$ cat config.mk
export PLATFORM = sky130hd
export DESIGN_NAME = serial_add_seq
export DESIGN_NICKNAME = d
export VERILOG_FILES = /design/src/rtl/serial_add_pkg.sv /design/src/rtl/serial_add_seq_sipo.sv /design/src/rtl/serial_add_seq.sv
export SDC_FILE = /design/constraint.sdc
export NUM_CORES = 1
export LEC_CHECK = 0
export BUFFER_PORTS_ARGS = -buffer_cell sky130_fd_sc_hd__buf_2
export CAP_MARGIN = 30
export CORE_MARGIN = 2
export CORE_UTILIZATION = 58
export CTS_BUF_LIST = sky130_fd_sc_hd__clkbuf_8
export DETAILED_ROUTE_END_ITERATION = 16
export PLACE_DENSITY_LB_ADDON = 0.08
export SLEW_MARGIN = 20
export SYNTH_ARGS = -nofsm -noshare
export SYNTH_HDL_FRONTEND = slang
export SYNTH_SLANG_ARGS = --single-unit
$ cat constraint.sdc
create_clock -name clk -period 3.4 [get_ports clk]
set_input_delay 0.34 -clock clk [delete_from_list [all_inputs] [get_ports clk]]
set_output_delay 0.34 -clock clk [all_outputs]
set_load 0.01 [all_outputs]
$ cat src/rtl/serial_add_pkg.sv
// Shared definitions for the bit-serial adder sequencer.
// Latency: n/a (types and constants only).
// Backpressure: n/a.
package serial_add_pkg;

   // Default operand/result width
   localparam int DEF_WIDTH = 8;

   // State encodings, kept as plain 2-bit constants so other blocks can decode them
   localparam logic [1:0] ST_IDLE = 2'd0;
   localparam logic [1:0] ST_RUN  = 2'd1;
   localparam logic [1:0] ST_DONE = 2'd2;

   typedef enum logic [1:0] {
      IDLE = ST_IDLE,
      RUN  = ST_RUN,
      DONE = ST_DONE
   } state_t;

   // Bit-counter width; it only ever has to reach width-1
   function automatic int cnt_width(input int width);
      return (width <= 2) ? 1 : $clog2(width);
   endfunction

endpackage

$ cat src/rtl/serial_add_seq_sipo.sv
// Serial-in parallel-out right-shift register; new bit enters at the MSB.
// Latency: one clock per shift or load.
// Backpressure: none; shifts whenever shift_i is high, load_i has priority.
module shift_reg_sipo #(
   parameter int WIDTH = 8
) (
   input  logic             clk,
   input  logic             rst_n,
   input  logic             load_i,
   input  logic [WIDTH-1:0] load_dat_i,
   input  logic             shift_i,
   input  logic             ser_i,
   output logic [WIDTH-1:0] par_o
);

   logic [WIDTH-1:0] data_q;
   logic [WIDTH-1:0] data_d;

   // Next value: synchronous load wins over a shift, otherwise hold
   always_comb begin
      data_d = data_q;
      if (load_i) begin
         data_d = load_dat_i;
      end else if (shift_i) begin
         data_d = {ser_i, data_q[WIDTH-1:1]};
      end
   end

   // Storage with asynchronous clear
   always_ff @(posedge clk or negedge rst_n) begin
      if (!rst_n) begin
         data_q <= '0;
      end else begin
         data_q <= data_d;
      end
   end

   assign par_o = data_q;

endmodule

$ cat src/rtl/serial_add_seq.sv
// Bit-serial adder sequencer driving an external 1-bit full adder LSB-first.
// Latency: start accepted at edge k -> done pulse in the cycle ending at edge k+WIDTH+1.
// Backpressure: start is only honoured in IDLE; requester holds it until busy rises.
module serial_add_seq
   import serial_add_pkg::*;
#(
   parameter int WIDTH = DEF_WIDTH
) (
   input  logic             clk,
   input  logic             rst_n,
   input  logic             start,
   input  logic [WIDTH-1:0] a_in,
   input  logic [WIDTH-1:0] b_in,
   input  logic             cin,
   output logic             fa_a,
   output logic             fa_b,
   output logic             fa_cin,
   input  logic             fa_s,
   input  logic             fa_c,
   output logic             busy,
   output logic             done,
   output logic [WIDTH-1:0] sum,
   output logic             cout,
   output logic             ovf
);

   localparam int                 CNT_W    = cnt_width(WIDTH);
   localparam logic [CNT_W-1:0]   LAST_CNT = CNT_W'(WIDTH - 1);

   state_t           state_q, state_d;
   logic [WIDTH-1:0] a_sh_q, a_sh_d;
   logic [WIDTH-1:0] b_sh_q, b_sh_d;
   logic             carry_q, carry_d;
   logic [CNT_W-1:0] cnt_q, cnt_d;
   logic [WIDTH-1:0] sum_q, sum_d;
   logic             cout_q, cout_d;
   logic             ovf_q, ovf_d;

   logic [WIDTH-1:0] s_sh;
   logic             s_load;
   logic             s_shift;

   // Sum bits collected from the full adder, LSB arrives first and ends at bit 0
   shift_reg_sipo #(
      .WIDTH (WIDTH)
   ) u_s_sh (
      .clk        (clk),
      .rst_n      (rst_n),
      .load_i     (s_load),
      .load_dat_i ({WIDTH{1'b0}}),
      .shift_i    (s_shift),
      .ser_i      (fa_s),
      .par_o      (s_sh)
   );

   // Sequencer: next state, datapath next values and full-adder drive
   always_comb begin
      state_d = state_q;
      a_sh_d  = a_sh_q;
      b_sh_d  = b_sh_q;
      carry_d = carry_q;
      cnt_d   = cnt_q;
      sum_d   = sum_q;
      cout_d  = cout_q;
      ovf_d   = ovf_q;
      s_load  = 1'b0;
      s_shift = 1'b0;
      fa_a    = 1'b0;
      fa_b    = 1'b0;
      fa_cin  = 1'b0;
      busy    = 1'b0;
      done    = 1'b0;

      case (state_q)
         IDLE: begin
            if (start) begin
               a_sh_d  = a_in;
               b_sh_d  = b_in;
               carry_d = cin;
               cnt_d   = '0;
               s_load  = 1'b1;
               state_d = RUN;
            end
         end

         RUN: begin
            busy    = 1'b1;
            fa_a    = a_sh_q[0];
            fa_b    = b_sh_q[0];
            fa_cin  = carry_q;
            s_shift = 1'b1;
            a_sh_d  = {1'b0, a_sh_q[WIDTH-1:1]};
            b_sh_d  = {1'b0, b_sh_q[WIDTH-1:1]};
            carry_d = fa_c;
            cnt_d   = cnt_q + CNT_W'(1);
            if (cnt_q == LAST_CNT) begin
               // carry_q is the carry into the MSB on this last bit
               sum_d   = {fa_s, s_sh[WIDTH-1:1]};
               cout_d  = fa_c;
               ovf_d   = carry_q ^ fa_c;
               cnt_d   = '0;
               state_d = DONE;
            end
         end

         DONE: begin
            busy    = 1'b1;
            done    = 1'b1;
            state_d = IDLE;
         end

         default: begin
            state_d = IDLE;
         end
      endcase
   end

   // State and datapath registers; reset aborts any operation in flight
   always_ff @(posedge clk or negedge rst_n) begin
      if (!rst_n) begin
         state_q <= IDLE;
         a_sh_q  <= '0;
         b_sh_q  <= '0;
         carry_q <= 1'b0;
         cnt_q   <= '0;
         sum_q   <= '0;
         cout_q  <= 1'b0;
         ovf_q   <= 1'b0;
      end else begin
         state_q <= state_d;
         a_sh_q  <= a_sh_d;
         b_sh_q  <= b_sh_d;
         carry_q <= carry_d;
         cnt_q   <= cnt_d;
         sum_q   <= sum_d;
         cout_q  <= cout_d;
         ovf_q   <= ovf_d;
      end
   end

   assign sum  = sum_q;
   assign cout = cout_q;
   assign ovf  = ovf_q;

endmodule

# Yosys cells after proc, flatten, opt, wreduce, memory -nomap -nowiden
# Index checks and enable logic that the tools add are counted.
# totals
word_cells,45
ff_bits,40
in_bits,22
# classes
eq_ne,5
muxes,22
bitwise_logic,1
reduce_logical,7
add_sub_neg,1
# op_table
cell,n
two-way mux 8 bit,4
one-hot mux 8 bit (2 select lines),2
two-way mux 1 bit,9
two-way mux 3 bit,2
one-hot mux 3 bit (2 select lines),1
AND reduction 2 bit,3
two-way mux 2 bit,2
"inequality test 2 bit, second input constant",2
one-hot mux 2 bit (2 select lines),1
nonzero test 2 bit,2
"adder 3 x 1 -> 3 bit, second input constant",1
"== test 3 bit, second input constant",1
"== test 2 x 1 -> 1 bit, second input constant",1
"== test 2 bit, second input constant",1
zero test 2 bit,1
one-hot mux 1 bit (2 select lines),1
OR reduction 2 bit,1
bitwise XOR 1 bit,1

# Logic depth before layout (Yosys ltp)
# Gate-level depths: netlist of run 1.
# depth
depth_word,4
mapped_depth,7
ltp_nobuf,5

# Cells and area by module
# A second synthesis of run 1 with hierarchy kept.
# hier_totals
cells_unflattened,184
area_unflattened_um2,2000.7
# modules_own_cells
mod,cells_per_inst,instances,area_per_inst_um2
serial_add_seq,150,1,1627.8
shift_reg_sipo,34,1,372.9

# Least setup slack after synthesis of run 1
# OpenSTA, ideal clock, no wires.
# synth_path
path_kind,reg-to-output
start,register state_q[1]
end,output fa_a
path_stages_with_launch,6
required_ns,3.060
arrival_time_ns,1.217
path_slack_ns,1.843
cell_sequence,dfrtp_1 inv_1 ha_1 buf_4 buf_2 and2_1
# synth_via
elab_chain_len,2
# synth_rtl
element,line,text
"start, declared",serial_add_seq.sv:30,"state_t state_q, state_d;"
"start signal, assigned",serial_add_seq.sv:130,state_q <= state_d;
== test 2 x 1 -> 1 bit,serial_add_seq.sv:74,case (state_q)
two-way mux 1 bit,serial_add_seq.sv:74,
"end, declared",serial_add_seq.sv:15,"output logic fa_a,"
# No other way between the ends.

# Worst setup path after layout of run 1
# layout_path
start,register state_q[1]
end,"register sum_q[2], in the netlist sum[2]"
# layout_via
elab_chain_len,2
# layout_rtl
element,line,text
== test 2 x 1 -> 1 bit,serial_add_seq.sv:74,
AND reduction 2 bit (no line),-,
"end signal, assigned",serial_add_seq.sv:135,sum_q <= sum_d;
"end, declared",serial_add_seq.sv:35,"logic [WIDTH-1:0] sum_q, sum_d;"
# No other way between the ends.
# A chain may end at the register's enable or synchronous reset.

==> flow_metrics.py, run 1 <==
metrics = {
    "status": {
        "status": "complete, no violations",
    },
    "detailed_routing": {
        "vias": 1430,
        "detail_route.iter0.violations": 55,
        "drtPass1Iterations": 4,
        "wl_per_cell_microns": 15.4,
        "drt_drc_violations_left": 0,
        "wirelength_microns": 3860,
        "avgViaCountPerCell": 5.72,
        "antenna_violating_nets_post_route": 0,
    },
    "sta": {
        "final_max_slew_viol_count": 0,
        "holdWs_ns": 0.141,
        "timing.final.crit_period_ns": 2.30,
        "skew_ns": 0.0115,
        "timing_hold_violations_final": 0,
        "setup_viol": 0,
        "timing_worst_slew_pin_value_ns": 0.868,
        "unrepaired_setup_endpoints_after_global_routing": "false",
        "fin_tns_setup_ns": 0,
        "min_period_over_period_pct": 67.6,
        "slew_headroom_pct": 42.1,
        "maxClockFrequency_ghz": 0.435,
    },
    "final_layout": {
        "final_layout_size_suffix_gt1_share_pct": 31.6,
        "finish.instance_area_sq_um": 2160,
        "final-instance-count-excl-fill": 250,
        "finish.net_count": 233,
        "insertedDiodeCount": 0,
        "syn_to_final_growth_pct": 12.7,
    },
    "clock_network": {
        "ctsRootBufferMaster": "sky130_fd_sc_hd__clkbuf_8",
        "cts_hold_buf": 0,
        "clk_latency_ns": 0.29,
        "htreeDepth": 2,
        "path_clk_slew_ns": 0.08,
        "post-cts-setup-buffers": 0,
        "maximum_number_of_buffers_from_clock_root_to_sink": 2,
        "post_cts_resized": 0,
        "numClockSinks": 39,
        "clock_tree_from_tritoncts": "done",
        "tritoncts.num_buffers": 5,
    },
    "synthesis": {
        "synth_cell_type_count": 35,
        "synth_compound_area_share_pct": 12.5,
        "synth-adder-area-share_pct": 3.91,
        "synthesis.instances": 173,
        "yosysWarningCount": 0,
        "synth_xor_xnor_area_share_pct": 0.456,
        "post_synth.cell_area_avg_sq_um": 11.1,
        "synth-edff-count": 0,
        "postSynth.topFlopCell": "sky130_fd_sc_hd__dfrtp_1",
        "syn-cell-area_sq_um": 1920,
        "synthesized_nets": 201,
        "synth-seq-cells": 39,
        "synth-async-reset-ratio_pct": 100,
        "seq_area_frac_synth_pct": 50.8,
        "synth.area.mux_share_pct": 9.71,
        "synth_simple_gate_area_share_pct": 16.3,
        "dominant_combinational_cell_family_by_area_after_synthesis": "simple AND/OR/NAND/NOR gates",
    },
    "critical_path": {
        "timing_worst_setup_path_type": "reg2reg",
        "worst_setup_path_start_kind": "flip-flop",
        "critPathMaxFanout": 22,
        "worstPathCellList": "inv_1 -> ha_1 -> nand2_1 -> mux2_2",
        "critical_path.endpoint_type": "flip-flop",
        "worstPathArrival_ns": 2.47,
        "critPathSlowestCell": "sky130_fd_sc_hd__ha_1",
        "required_ns": 3.58,
        "crit_buf_inv": 1,
        "crit_path_max_incr_delay_ns": 0.73,
        "timing.critical_path.max_delay_family": "adder cells",
    },
    "floorplan": {
        "core_area_sq_um": 3100,
        "floorplan.initialDensity_pct": 61.9,
        "ios": 37,
        "die_h_microns": 61.5,
        "dieArea_sq_um": 3790,
        "number_of_placement_rows": 20,
        "fp.dieW_microns": 61.5,
    },
    "power": {
        "max-vdd-ir-drop_mv": 0.537,
        "pwr_density_cell_nw_per_um2": 837,
        "leakage_nw": 1.01,
    },
    "place": {
        "io_buffers": 36,
        "detailed_place.area_sq_um": 2060,
        "half_perimeter_wire_length_of_the_detailed_placement_result_microns": 2710,
        "gp_congestion": 0.823,
        "place.detailed.instances": 242,
    },
    "worst_hold_path": {
        "hold_path.class": "in2async",
    },
    "global_routing": {
        "global_route_wire_length_before_repair_microns": 6330,
        "gr-usage-all-layers_pct": 23.0,
        "maximum_number_of_pins_on_one_net_before_global_route_repair": 40,
        "vias_in_the_first_global_route": 1342,
        "grt_antenna_before_repair": 0,
        "gr-total-overflow": 0,
    },
    "flow_run": {
        "drv_cap": 0,
    },
}
## power breakdown
group          total (mW)  internal, mW  switching (mW)  leakage [nW]
clock               0.343         0.184           0.159        0.0505
combinational       0.749         0.300           0.449         0.481
sequential          0.718         0.613           0.105         0.476
## cell families after synthesis
family | after synthesis
adder cells (fa/ha/maj) | 6
flip-flops | 39
multiplexers | 17
AND/OR/NAND/NOR | 61
XOR/XNOR | 1
AO/OA/AOI/OAI | 32
buffers and inverters | 17
## routing by layer
metal  GRT usage (%)  vias up  part of all wire [%]
li1                -      687                     -
met1            30.9      682                    43
met2            37.6       52                    50
met3            3.78        9                   5.0
met4            8.21        0                   1.8
met5               0        -                     0
## cell usage in the layout, fill, tap and decap left out, drive strengths merged
cell	netlist	routed
a211oi	7	7
a21oi	1	1
a221oi	2	2
a22o	4	4
a32oi	2	2
and2	4	4
and2b	1	1
buf	12	37
clkbuf	0	7
clkinvlp	0	1
dfrtp	39	39
ha	6	6
inv	5	5
mux2	10	10
mux2i	7	7
nand2	7	7
nand2b	1	1
nand3	14	14
nand4	5	5
nor2	20	20
nor2b	1	1
nor3	8	8
o21ai	8	8
o22ai	8	8
xnor2	1	1
## cells in the mapped netlist, drive strengths merged, types with 2 or more instances
library cell  number  area share (%)
a221oi             2             1.6
a32oi              2            0.91
nand3             14             3.6
nand2              7             1.5
o21ai              8             2.1
ha                 6             3.9
nor3               8             2.3
and2               4             1.3
buf               12             5.3
nand4              5             1.6
a211oi             7             3.3
inv                5            0.98
o22ai              8             2.6
mux2i              7             3.6
nor2              20             4.4
a22o               4             1.8
mux2              10             6.1
dfrtp             39              51
## state kept, by name, indices dropped and copies added, names as in the netlist
signal / count
a_sh_q: 8
cnt_q: 3
u_s_sh.par_o: 7
sum: 8
carry_q: 1
state_q: 2
ovf: 1
cout: 1
b_sh_q: 8
## metrics by stage
| step | total power [mW] | worst slack [ns] | util [%] |
|---|---|---|---|
| after detailed placement | 1.48 | 1.13 | 66.4 |
| after global routing | 1.95 | 0.967 | 69.8 |
| final | 1.81 | 1.10 | 69.8 |
| after CTS | 1.82 | 1.11 | 69.8 |
| after floorplan | 1.35 | 1.84 | - |
| after global placement | 1.43 | 1.22 | 66.4 |
## final cells by class
cell class,count,area (sq um)
Sequential cell,39,976
Tap cell,44,55.1
Clock inverter,1,7.51
Fill cell,268,938
Clock buffer,7,96.3
Timing Repair Buffer,37,188
Multi-Input combinational cell,117,823
Inverter,5,18.8
## final timing paths
path / from / endpoint / slack (ns) / cells past startpoint
setup reg to reg: state_q[1] / sum[2] / 1.10 / 4
min in group clk: fa_s / sum[7] / 0.30 / 2
hold / removal: rst_n / cnt_q[2] / 0.14 / 1
setup / recovery: state_q[1] / sum[2] / 1.10 / 4
hold reg to reg: sum[7] / sum[7] / 0.50 / 1
max in group asynchronous: rst_n / b_sh_q[5] / 2.73 / 1
Note: power is estimated with default switching activity, not from simulation.
==> run 2, diff against run 1 <==
--- a/config.mk
+++ b/config.mk
@@ -8,7 +8,7 @@
 export BUFFER_PORTS_ARGS = -buffer_cell sky130_fd_sc_hd__buf_2
 export CAP_MARGIN = 30
 export CORE_MARGIN = 2
-export CORE_UTILIZATION = 58
+export CORE_UTILIZATION = 51
 export CTS_BUF_LIST = sky130_fd_sc_hd__clkbuf_8
 export DETAILED_ROUTE_END_ITERATION = 16
 export PLACE_DENSITY_LB_ADDON = 0.08
==> constraint.sdc (replaced) <==
create_clock -name clk -period 2.1 [get_ports clk]
set_input_delay 0.21 -clock clk [delete_from_list [all_inputs] [get_ports clk]]
set_output_delay 0.21 -clock clk [all_outputs]
set_load 0.01 [all_outputs]
==> flow_metrics.py, run 2 (synthesis results as in run 1) <==
metrics = {
    "clock_network": {
        "post-cts-setup-buffers": 0,
        "clk_latency_ns": 0.29,
        "maximum_number_of_buffers_from_clock_root_to_sink": 2,
        "htreeDepth": 2,
        "path_clk_slew_ns": 0.08,
        "ctsRootBufferMaster": "sky130_fd_sc_hd__clkbuf_8",
        "clock_tree_from_tritoncts": "done",
        "numClockSinks": 39,
        "post_cts_resized": 0,
        "cts_hold_buf": 0,
        "tritoncts.num_buffers": 5,
    },
    "power": {
        "pwr_density_cell_nw_per_um2": 1360,
        "report.power.total_mw": 3.04,
        "leakage_nw": 1.05,
        "max-vdd-ir-drop_mv": 0.945,
    },
    "final_layout": {
        "insertedDiodeCount": 0,
        "finish.net_count": 238,
        "utilization_pct": 61.5,
        "layout.cells.most_common": "sky130_fd_sc_hd__dfrtp_1",
        "n_fill_cell": 331,
        "syn_to_final_growth_pct": 16.4,
        "most-common-layout-cells": "sky130_fd_sc_hd__dfrtp_1 (39), sky130_fd_sc_hd__buf_2 (36), sky130_fd_sc_hd__nor2_1 (18)",
        "final_layout_size_suffix_gt1_share_pct": 32.7,
    },
    "sta": {
        "holdWs_ns": 0.174,
        "timing_worst_slew_pin_value_ns": 0.469,
        "fin_tns_setup_ns": 0,
        "timing_hold_violations_final": 0,
        "unrepaired_setup_endpoints_after_global_routing": "false",
        "timing.final.crit_period_ns": 1.85,
        "setup_viol": 0,
        "min_period_over_period_pct": 88.1,
        "slew_headroom_pct": 68.7,
        "final_max_slew_viol_count": 0,
        "skew_ns": 0.00410,
        "maxClockFrequency_ghz": 0.541,
        "final.setup.worst_slack_ns": 0.250,
    },
    "critical_path": {
        "worst-r2r-cell-count": 6,
        "worstPathArrival_ns": 1.64,
        "worst_setup_path_start_kind": "flip-flop",
        "reg2reg_slack_ns": 0.37,
        "required_ns": 1.89,
        "critPathMaxFanout": 12,
        "r2r_end": "b_sh_q[4]",
        "timing_worst_setup_path_type": "reg2out",
        "critical_path.endpoint_type": "primary output",
        "reg2reg_from": "state_q[1]",
    },
    "worst_hold_path": {
        "hold_path_depth": 2,
        "hold_path.class": "in2reg",
        "worst_hold_startpoint": "fa_s",
        "worstHoldEndpoint": "sum[7]",
    },
    "global_routing": {
        "gr-total-overflow": 0,
        "maximum_number_of_pins_on_one_net_before_global_route_repair": 40,
        "gr-usage-all-layers_pct": 19.4,
        "grt_antenna_before_repair": 0,
        "vias_in_the_first_global_route": 1432,
        "global_route_wire_length_before_repair_microns": 6410,
    },
    "detailed_routing": {
        "vias": 1450,
        "avgViaCountPerCell": 5.60,
        "drt_drc_violations_left": 0,
        "antenna_violating_nets_post_route": 0,
        "drtPass1Iterations": 4,
        "detail_route.iter0.violations": 53,
        "wirelength_microns": 3790,
        "wl_per_cell_microns": 14.6,
    },
    "place": {
        "io_buffers": 36,
        "half_perimeter_wire_length_of_the_detailed_placement_result_microns": 2620,
        "gp_congestion": 0.755,
        "dp_slack_ns": 0.373,
    },
    "status": {
        "status": "complete, no violations",
    },
    "floorplan": {
        "fp.dieW_microns": 65.4,
        "ios": 37,
        "core_area_sq_um": 3630,
        "number_of_placement_rows": 22,
        "die_h_microns": 65.4,
        "floorplan.initialDensity_pct": 52.9,
        "dieArea_sq_um": 4270,
    },
    "flow_run": {
        "drv_cap": 0,
    },
}
[run 2: metal layers]
metal | global-route usage [%] | routed length [microns] | vias up
met1 | 23.5 | 1710 | 697
met2 | 33.7 | 1830 | 52
met4 | 5.99 | 33 | 0
met3 | 5.48 | 222 | 4
li1 | - | - | 697
met5 | 0 | 0 | -
[run 2: power breakdown]
part / switching, mW / total [mW] / internal (mW)
sequential: 0.166 / 1.16 / 0.993
combinational: 0.717 / 1.23 / 0.514
clock: 0.262 / 0.646 / 0.384
[run 2: area by class of cell]
class	count	area [sq um]	share of cell area (%)
flip-flops and latches	39	976	43.6
multi-input cells	117	823	36.8
repair buffers	42	240	10.7
clock buffers	6	82.6	3.69
well taps	48	60.1	2.69
clock inverters	2	35.0	1.57
inverters	5	18.8	0.839
[run 2: worst max path at each step]
stage | startpoint | to | slack (ns) | cells after the start
finish | state_q[1] | fa_b | 0.25 | 5
global route | state_q[1] | fa_a | 0.16 | 5
CTS | state_q[1] | fa_b | 0.25 | 5
detailed placement | state_q[0] | b_sh_q[4] | 0.37 | 6
global placement | state_q[1] | b_sh_q[4] | 0.46 | 6
floorplan | cnt_q[0] | sum[0] | 0.59 | 5
[run 2: stage by stage]
step / area, sq um / cells
final: 2240 / 259
after global routing: 2240 / 259
after CTS: 2210 / 257
after detailed placement: 2090 / 249
after global placement: 2090 / 249
after floorplan: 1920 / 173
[run 2: worst max-delay path: stages, from the launching register on]
cell and delay [ns]:
sky130_fd_sc_hd__dfrtp_1 0.41, sky130_fd_sc_hd__inv_1 0.11, sky130_fd_sc_hd__ha_1 0.32, sky130_fd_sc_hd__buf_4 0.25, sky130_fd_sc_hd__and2_1 0.15, sky130_fd_sc_hd__buf_2 0.12
